$ cat config.mk
export PLATFORM = sky130hd
export DESIGN_NAME = fetch_unit_flat
export DESIGN_NICKNAME = d
export VERILOG_FILES = /design/src/rtl/riscv_pkg.sv /design/src/rtl/fetch_unit_if.sv /design/src/rtl/next_pc_mux.sv /design/src/rtl/fetch_unit.sv /design/src/flat_wrapper.sv
export SDC_FILE = /design/constraint.sdc
export NUM_CORES = 1
export LEC_CHECK = 0
export ABC_AREA = 1
export CAP_MARGIN = 20
export CORE_UTILIZATION = 44
export DETAILED_ROUTE_END_ITERATION = 6
export GPL_TIMING_DRIVEN = 0
export PLACE_DENSITY = 0.88
export RECOVER_POWER = 100
export SLEW_MARGIN = 20
export SYNTH_ARGS = -nofsm -noshare
export SYNTH_HDL_FRONTEND = slang
export SYNTH_HIERARCHICAL = 1
export SYNTH_SLANG_ARGS = --single-unit
$ cat constraint.sdc
create_clock -name clk -period 4.61 [get_ports clk]
set_input_delay 0.922 -clock clk [delete_from_list [all_inputs] [get_ports clk]]
set_output_delay 0.922 -clock clk [all_outputs]
set_load 0.02 [all_outputs]
$ cat src/rtl/riscv_pkg.sv
// Shared fetch-stage types and constants: FSM state encoding, next-PC
// select encodings, the NOP instruction and the default reset PC.
package riscv_pkg;

  typedef enum logic [2:0] {
    IDLE  = 3'd0,
    REQ   = 3'd1,
    WAIT  = 3'd2,
    VALID = 3'd3,
    HALT  = 3'd4
  } fetch_state_t;

  localparam logic [1:0]  PC_SRC_PLUS4  = 2'b00;
  localparam logic [1:0]  PC_SRC_TARGET = 2'b01;
  localparam logic [1:0]  PC_SRC_JALR   = 2'b10;
  localparam logic [1:0]  PC_SRC_RSVD   = 2'b11;

  localparam logic [31:0] NOP_INSTR        = 32'h0000_0013;
  localparam logic [31:0] DEFAULT_RESET_PC = 32'h0000_0000;

  // A fetch address is legal only when it is word aligned.
  function automatic logic is_aligned(input logic [31:0] addr);
    return (addr[1:0] == 2'b00);
  endfunction

endpackage

$ cat src/rtl/fetch_unit_if.sv
// Instruction-memory request/response bus. The fetch unit is the master;
// the instruction memory (or the testbench) is the slave.
interface fetch_unit_if;

  logic        imem_req_valid;
  logic        imem_req_ready;
  logic [31:0] imem_addr;
  logic        imem_rsp_valid;
  logic [31:0] imem_rsp_data;

  modport master (
    output imem_req_valid,
    output imem_addr,
    input  imem_req_ready,
    input  imem_rsp_valid,
    input  imem_rsp_data
  );

  modport slave (
    input  imem_req_valid,
    input  imem_addr,
    output imem_req_ready,
    output imem_rsp_valid,
    output imem_rsp_data
  );

endinterface

$ cat src/rtl/next_pc_mux.sv
// Combinational next-PC selection. Produces pc+4 (wrapping mod 2^32), the
// selected next PC with the JALR low bit cleared, and an alignment flag.
module next_pc_mux
  import riscv_pkg::*;
(
  input  logic [31:0] pc,
  input  logic [1:0]  pc_src,
  input  logic [31:0] pc_target,
  input  logic [31:0] alu_result,
  output logic [31:0] pc_plus4,
  output logic [31:0] next_pc,
  output logic        next_pc_aligned
);

  logic [31:0] jalr_target_s;

  // Sequential increment plus JALR target with bit 0 forced to zero.
  always_comb begin
    pc_plus4      = pc + 32'd4;
    jalr_target_s = alu_result & 32'hFFFF_FFFE;
  end

  // Select the next PC; the reserved encoding falls back to pc+4.
  always_comb begin
    next_pc = pc_plus4;
    case (pc_src)
      PC_SRC_PLUS4:  next_pc = pc_plus4;
      PC_SRC_TARGET: next_pc = pc_target;
      PC_SRC_JALR:   next_pc = jalr_target_s;
      PC_SRC_RSVD:   next_pc = pc_plus4;
      default:       next_pc = pc_plus4;
    endcase
    next_pc_aligned = is_aligned(next_pc);
  end

endmodule

$ cat src/rtl/fetch_unit.sv
// Single-outstanding-request instruction fetch unit. Requests one word at
// a time, holds it for decode until retired, then steps the PC. A retire
// towards a misaligned target halts fetching until reset.
module fetch_unit
  import riscv_pkg::*;
#(
  parameter logic [31:0] RESET_PC = DEFAULT_RESET_PC
) (
  input  logic               clk,
  input  logic               reset,
  input  logic [1:0]         pc_src,
  input  logic [31:0]        pc_target,
  input  logic [31:0]        alu_result,
  fetch_unit_if.master       imem,
  output logic               instr_valid,
  input  logic               instr_ready,
  output logic [31:0]        instr,
  output logic [31:0]        pc,
  output logic [31:0]        pc_plus4,
  output logic               misalign_err
);

  fetch_state_t state_r;
  fetch_state_t state_next_s;

  logic [31:0] pc_r;
  logic [31:0] instr_r;
  logic        misalign_err_r;
  logic        req_valid_r;
  logic        instr_valid_r;

  logic [31:0] next_pc_s;
  logic        next_pc_aligned_s;
  logic        retire_s;
  logic        rsp_take_s;

  next_pc_mux u_next_pc_mux (
    .pc              (pc_r),
    .pc_src          (pc_src),
    .pc_target       (pc_target),
    .alu_result      (alu_result),
    .pc_plus4        (pc_plus4),
    .next_pc         (next_pc_s),
    .next_pc_aligned (next_pc_aligned_s)
  );

  // Handshake qualifiers; the response is only looked at while waiting.
  always_comb begin
    retire_s   = (state_r == VALID) && instr_ready;
    rsp_take_s = (state_r == WAIT) && imem.imem_rsp_valid;
  end

  // Next-state logic for the fetch FSM.
  always_comb begin
    state_next_s = state_r;
    case (state_r)
      IDLE: begin
        state_next_s = REQ;
      end
      REQ: begin
        if (imem.imem_req_ready) begin
          state_next_s = WAIT;
        end else begin
          state_next_s = REQ;
        end
      end
      WAIT: begin
        if (imem.imem_rsp_valid) begin
          state_next_s = VALID;
        end else begin
          state_next_s = WAIT;
        end
      end
      VALID: begin
        if (instr_ready) begin
          if (next_pc_aligned_s) begin
            state_next_s = REQ;
          end else begin
            state_next_s = HALT;
          end
        end else begin
          state_next_s = VALID;
        end
      end
      HALT: begin
        state_next_s = HALT;
      end
      default: begin
        state_next_s = IDLE;
      end
    endcase
  end

  // State, PC, instruction and registered handshake outputs.
  always_ff @(posedge clk) begin
    if (reset) begin
      state_r        <= IDLE;
      pc_r           <= RESET_PC;
      instr_r        <= NOP_INSTR;
      misalign_err_r <= 1'b0;
      req_valid_r    <= 1'b0;
      instr_valid_r  <= 1'b0;
    end else begin
      state_r       <= state_next_s;
      req_valid_r   <= (state_next_s == REQ);
      instr_valid_r <= (state_next_s == VALID);
      if (rsp_take_s) begin
        instr_r <= imem.imem_rsp_data;
      end
      if (retire_s && next_pc_aligned_s) begin
        pc_r <= next_pc_s;
      end
      if (retire_s && !next_pc_aligned_s) begin
        misalign_err_r <= 1'b1;
      end
    end
  end

  // Drive the bus and decode-side outputs from registers.
  always_comb begin
    imem.imem_req_valid = req_valid_r;
    imem.imem_addr      = pc_r;
    instr_valid         = instr_valid_r;
    instr               = instr_r;
    pc                  = pc_r;
    misalign_err        = misalign_err_r;
  end

endmodule

$ cat src/flat_wrapper.sv
// flat-port wrapper written by rule: the top's interface ports become plain ports
module fetch_unit_flat import riscv_pkg::*;
#(
  parameter logic [31:0] RESET_PC = DEFAULT_RESET_PC
)
  (clk, reset, pc_src, pc_target, alu_result, instr_valid, instr_ready, instr, pc, pc_plus4, misalign_err, imem_imem_req_valid, imem_imem_addr, imem_imem_req_ready, imem_imem_rsp_valid, imem_imem_rsp_data);
  fetch_unit_if imem_i ();
  input  logic clk;
  input  logic reset;
  input  logic [1:0] pc_src;
  input  logic [31:0] pc_target;
  input  logic [31:0] alu_result;
  output logic instr_valid;
  input  logic instr_ready;
  output logic [31:0] instr;
  output logic [31:0] pc;
  output logic [31:0] pc_plus4;
  output logic misalign_err;
  output wire logic [$bits(imem_i.imem_req_valid)-1:0] imem_imem_req_valid;
  output wire logic [$bits(imem_i.imem_addr)-1:0] imem_imem_addr;
  input wire logic [$bits(imem_i.imem_req_ready)-1:0] imem_imem_req_ready;
  input wire logic [$bits(imem_i.imem_rsp_valid)-1:0] imem_imem_rsp_valid;
  input wire logic [$bits(imem_i.imem_rsp_data)-1:0] imem_imem_rsp_data;
  assign imem_imem_req_valid = imem_i.imem_req_valid;
  assign imem_imem_addr = imem_i.imem_addr;
  assign imem_i.imem_req_ready = imem_imem_req_ready;
  assign imem_i.imem_rsp_valid = imem_imem_rsp_valid;
  assign imem_i.imem_rsp_data = imem_imem_rsp_data;
  fetch_unit #(.RESET_PC(RESET_PC)) u_core (.clk(clk), .reset(reset), .pc_src(pc_src), .pc_target(pc_target), .alu_result(alu_result), .imem(imem_i), .instr_valid(instr_valid), .instr_ready(instr_ready), .instr(instr), .pc(pc), .pc_plus4(pc_plus4), .misalign_err(misalign_err));
endmodule
# == After elaboration in Yosys (flattened, before gate mapping) ==
# Cells that the tools add are included.
# op_classes
mux,6
reduce_logical,9
add_sub_neg,1
n_eq_ne,9
# ops
op,n
one-hot mux 32 bit (3 select lines),1
"adder 32 x 3 -> 32 bit, second input constant",1
one-hot mux 3 bit (5 select lines),1
"equality test 3 x 2 -> 1 bit, second input constant",3
"equality test 3 x 1 -> 1 bit, second input constant",2
two-way mux 3 bit,2
"equality test 2 bit, second input constant",2
logical AND 1 bit,4
zero test 2 bit,2
"equality test 3 bit, second input constant",1
zero test 3 bit,1
"equality test 2 x 1 -> 1 bit, second input constant",1
two-way mux 2 bit,1
OR reduction 2 bit,1
zero test 1 bit,1
two-way mux 1 bit,1
# totals
regBits,70
wordCells,31

# == Longest topological paths before layout ==
# depth
depth_word,8
mapped_depth,15
depth_no_buf,14

# == Cells and area by module ==
# The synthesis kept the hierarchy.
# by_module_without_submodules
module,instances,cells_each,area_per_inst_um2
fetch_unit,1,483,3163.0
next_pc_mux,1,296,1566.5

# == Worst setup path after synthesis ==
# No wires, ideal clock.
# synth_path
kind,input -> register
start,input port pc_src[1]
end,"register u_core.pc_r[14], in the netlist u_core/imem.imem_addr[14]"
setup_slack_ns,2.002
path_buffers,2
cell_stages,14
arrival_ns,2.494
setup_ns,0.114
cell_sequence,inv_1 ha_1 buf_2 inv_1 nand2_1 inv_1 a22o_1 nor2_1 nand2_1 inv_1 clkbuf_1 nand3_1 nand2_1 nor2_1
# synth_via
elab_chain_cells,5
elab_cells_between_ends,8
classes_between,3 x eq/ne; 1 x mux; 4 x reduce/logical
# synth_rtl
element,line,source
"start, declared",flat_wrapper.sv:10,input logic [1:0] pc_src;
equality test 2 bit / zero test 2 bit (equally long branches),next_pc_mux.sv:26,case (pc_src)
OR reduction 2 bit (no line),--,
one-hot mux 32 bit (3 select lines) *,next_pc_mux.sv:26,
via u_core.next_pc_s[0],fetch_unit.sv:32,logic [31:0] next_pc_s;
zero test 2 bit *,riscv_pkg.sv:23,return (addr[1:0] == 2'b00);
via u_core.next_pc_aligned_s,fetch_unit.sv:33,logic next_pc_aligned_s;
logical AND 1 bit *,fetch_unit.sv:110,if (retire_s && next_pc_aligned_s) begin
"end signal, assigned",fetch_unit.sv:111,pc_r <= next_pc_s;
"end, declared",fetch_unit.sv:26,logic [31:0] pc_r;
# The timed path passes the listed nets; every way through them passes the cells marked *.
# A chain may end at the register's enable or synchronous reset.

# == Worst setup path after layout ==
# layout_path
start,"register u_core.pc_r[3], in the netlist u_core/imem.imem_addr[3]"
end,output port pc_plus4[20]
# layout_via
elab_chain_cells,1
# layout_rtl
element,line,source
adder 32 x 3 -> 32 bit,next_pc_mux.sv:19,pc_plus4 = pc + 32'd4;
"end, declared",flat_wrapper.sv:17,output logic [31:0] pc_plus4;
# No other way between the ends.

==> flow_results.xml <==
<?xml version="1.0" encoding="UTF-8"?>
<metrics>
  <group name="pwr">
    <metric name="design_power_total" unit="W">0.00161</metric>
    <metric name="max-vdd-ir-drop" unit="V">0.000172</metric>
    <metric name="power.static_leakage" unit="nW">3.73</metric>
    <metric name="p_per_area" unit="nW/um^2">216</metric>
  </group>
  <group name="sta">
    <metric name="totalNegativeSetupSlack" unit="ns">0</metric>
    <metric name="slew_headroom" unit="%">52.8</metric>
    <metric name="setup_ws" unit="ns">0.850</metric>
    <metric name="setup_viol_count_final" unit="">0</metric>
    <metric name="worst_clock_skew" unit="ns">0.00914</metric>
    <metric name="max_clock_freq" unit="MHz">266</metric>
    <metric name="final_period_minus_worst_setup_slack" unit="ns">3.76</metric>
    <metric name="finalHoldViolations" unit="">0</metric>
    <metric name="min_period_over_period" unit="%">81.6</metric>
    <metric name="drv_slew" unit="">0</metric>
    <metric name="holdWs" unit="ns">0.450</metric>
    <metric name="max_slew.worst_pin.slew" unit="ns">0.709</metric>
    <metric name="rsz0062_at_grt" unit="">no</metric>
  </group>
  <group name="die">
    <metric name="fp.dieW" unit="um">106</metric>
    <metric name="die_h" unit="um">106</metric>
    <metric name="design.portCount" unit="">234</metric>
    <metric name="placement_rows" unit="">37</metric>
    <metric name="design.core.area" unit="sq um">10400</metric>
    <metric name="floorplan.die_area" unit="sq um">11200</metric>
    <metric name="initial_core_util" unit="%">45.6</metric>
  </group>
  <group name="placed_design">
    <metric name="hpwl" unit="um">12400</metric>
    <metric name="port_buffers" unit="">232</metric>
    <metric name="dp_slack" unit="ns">0.926</metric>
    <metric name="place.gp.congestion" unit="">0.938</metric>
  </group>
  <group name="global_route">
    <metric name="globalRouteOverflowTotal" unit="">0</metric>
    <metric name="met1_usage" unit="%">30.9</metric>
    <metric name="grt_util_met3" unit="%">9.46</metric>
    <metric name="grt.busiest_layer" unit="">met2</metric>
    <metric name="track_usage" unit="%">28.3</metric>
    <metric name="pin_count_of_the_biggest_net_entering_global_routing" unit="">14</metric>
    <metric name="antenna_found_initial" unit="">0</metric>
    <metric name="first_global_vias" unit="">5051</metric>
    <metric name="grt_pass1_wl" unit="um">24700</metric>
    <metric name="grt.met2_usage" unit="%">51.1</metric>
  </group>
  <group name="synth">
    <metric name="mappedNetlistArea" unit="sq um">4730</metric>
    <metric name="synth_top_family_by_area" unit="">simple AND/OR/NAND/NOR gates</metric>
    <metric name="synth-compound-area-share" unit="%">5.58</metric>
    <metric name="number_of_warnings_reported_in_the_yosys_synthesis_log" unit="">6</metric>
    <metric name="synth_fp_nets" unit="">885</metric>
    <metric name="synth.avg_cell_area" unit="sq um">6.07</metric>
    <metric name="post_synth_and_or_nand_nor_area_fraction" unit="%">43.7</metric>
    <metric name="muxShareOfSynthArea" unit="%">0</metric>
    <metric name="synth_sequential_area_ratio" unit="%">29.6</metric>
    <metric name="synth-adder-area-share" unit="%">0.794</metric>
    <metric name="post_synthesis_instance_total" unit="">779</metric>
    <metric name="netlist-cell-type-count" unit="">28</metric>
    <metric name="synth_xor_xnor_area_share" unit="%">3.52</metric>
    <metric name="ys_seq_elements" unit="">70</metric>
  </group>
  <group name="clock_network">
    <metric name="cts_tree" unit="">built</metric>
    <metric name="cts.sink_count" unit="">70</metric>
    <metric name="post-cts-setup-buffers" unit="">0</metric>
    <metric name="cts_hold_fix_bufs" unit="">0</metric>
    <metric name="cts-root-buf" unit="">sky130_fd_sc_hd__clkbuf_8</metric>
    <metric name="latest_clock_arrival_within_the_worst_skew_pair" unit="ns">0.34</metric>
    <metric name="cts_max_path_buffers" unit="">2</metric>
    <metric name="cts_resized" unit="">0</metric>
    <metric name="clkTransAtPathRegs" unit="ns">0.07</metric>
    <metric name="clock_tree.htree_level_count" unit="">3</metric>
    <metric name="cts_made_buffers" unit="">9</metric>
  </group>
  <group name="routing">
    <metric name="per_cell_routed_wire_length" unit="um">13.7</metric>
    <metric name="via_per_inst" unit="">4.75</metric>
    <metric name="wl" unit="um">16000</metric>
    <metric name="drc_errors" unit="">0</metric>
    <metric name="route.antenna.remaining_nets" unit="">0</metric>
    <metric name="detail_route.first_pass.iterations" unit="">7</metric>
    <metric name="detailroute.via_count" unit="">5526</metric>
    <metric name="dr.first_iter.drc_count" unit="">284</metric>
  </group>
  <group name="worst_setup_path">
    <metric name="worst_setup_path_end_kind" unit="">primary output</metric>
    <metric name="timing.setup.critical_path_class" unit="">reg2out</metric>
    <metric name="cp_data_required_time" unit="ns">3.69</metric>
    <metric name="crit_path_start_kind" unit="">flip-flop</metric>
    <metric name="critical_path_peak_fanout" unit="">6</metric>
    <metric name="crit_arrival" unit="ns">2.84</metric>
    <metric name="worstRegToRegCells" unit="">14</metric>
  </group>
  <group name="final_layout">
    <metric name="final_cell_mix" unit="">sky130_fd_sc_hd__nand2_1 (238), sky130_fd_sc_hd__nor2_1 (159), sky130_fd_sc_hd__dlygate4sd3_1 (132)</metric>
    <metric name="post_route_utilization" unit="%">71.9</metric>
    <metric name="drive_gt1_share" unit="%">10.1</metric>
    <metric name="num-nets-final" unit="">1128</metric>
    <metric name="layout.cells.most_common" unit="">sky130_fd_sc_hd__nand2_1</metric>
    <metric name="area_delta_synth_final" unit="%">57.6</metric>
    <metric name="antenna_cells" unit="">0</metric>
  </group>
  <group name="min_path">
    <metric name="hp-class" unit="">reg2reg</metric>
    <metric name="whs_path_depth" unit="">2</metric>
  </group>
  <group name="run_status">
    <metric name="outcome" unit="">finished clean</metric>
  </group>
  <group name="flow_run">
    <metric name="drv.max_cap_violation_count" unit="">0</metric>
  </group>
</metrics>
==> layer usage <==
| layer | routed length, um | share of wire (%) |
|---|---|---|
| met4 | 317 | 2.0 |
| met1 | 6110 | 38 |
| met2 | 7820 | 49 |
| met5 | 0 | 0 |
| met3 | 1710 | 11 |
==> critical path, stage by stage (launching register included) <==
cell	delay [ns]
sky130_fd_sc_hd__dfxtp_1	0.47
sky130_fd_sc_hd__ha_1	0.22
sky130_fd_sc_hd__nand2_1	0.12
sky130_fd_sc_hd__nor2_4	0.16
sky130_fd_sc_hd__nand2_4	0.11
sky130_fd_sc_hd__nor2_1	0.46
sky130_fd_sc_hd__nand3b_1	0.15
sky130_fd_sc_hd__nand2_1	0.13
sky130_fd_sc_hd__dlygate4sd3_1	0.69
==> through the flow <==
stage / instances / instance area (sq um)
after floorplan: 779 / 4730
after global placement: 1147 / 7220
after detailed placement: 1147 / 7220
after CTS: 1163 / 7470
after global routing: 1163 / 7450
final: 1163 / 7450
==> cell usage after synthesis, drive strengths merged <==
cell,count,area share (%)
a21oi,2,0.21
a22o,1,0.19
a22oi,25,4.0
and2,5,0.66
buf,57,8.0
clkbuf,8,0.63
dfxtp,70,30
ha,3,0.79
inv,102,8.1
nand2,248,20
nand3,52,5.5
nand3b,5,0.79
nor2,177,16
o211ai,4,0.63
o21ai,4,0.42
o21bai,1,0.16
or2,2,0.26
xnor2,2,0.37
xor2,11,3.1
==> worst paths after layout <==
path | slack, ns | end | startpoint
worst min register to register | 0.45 | u_core/misalign_err | u_core/misalign_err
worst max-delay path | 0.85 | pc_plus4[20] | u_core/imem.imem_addr[3]
worst min-delay path | 0.45 | u_core/misalign_err | u_core/misalign_err
worst max register to register | 2.33 | u_core/imem.imem_addr[28] | u_core/imem.imem_addr[3]
==> cell families after synthesis <==
| family | Yosys count |
|---|---|
| and+or+nand+nor | 489 |
| buffers and inverters | 167 |
| DFF | 70 |
| AOI/OAI and AO/OA | 37 |
| xor gates and xnor gates | 13 |
| adders and majority gates | 3 |
==> power breakdown <==
| group | switching [W] | internal, W |
|---|---|---|
| clock | 0.000249 | 0.000362 |
| sequential | 0.0000208 | 0.000626 |
| combinational | 0.000181 | 0.000175 |
==> registers in the layout, summed over array words and instances, names as in the netlist <==
signal / count
u_core/imem.imem_addr: 32
u_core/imem.imem_req_valid: 1
u_core/instr: 32
u_core/instr_valid: 1
u_core/misalign_err: 1
u_core/state_r: 3
==> area by class of cell <==
type | count | area, sq um
Inverter | 102 | 383
Tap cell | 136 | 170
Clock inverter | 7 | 121
Fill cell | 860 | 2920
Sequential cell | 70 | 1400
Multi-Input combinational cell | 542 | 2530
Timing Repair Buffer | 232 | 2320
Buffer | 65 | 404
Clock buffer | 9 | 124
No activity file was read; power rests on OpenSTA's default activity.
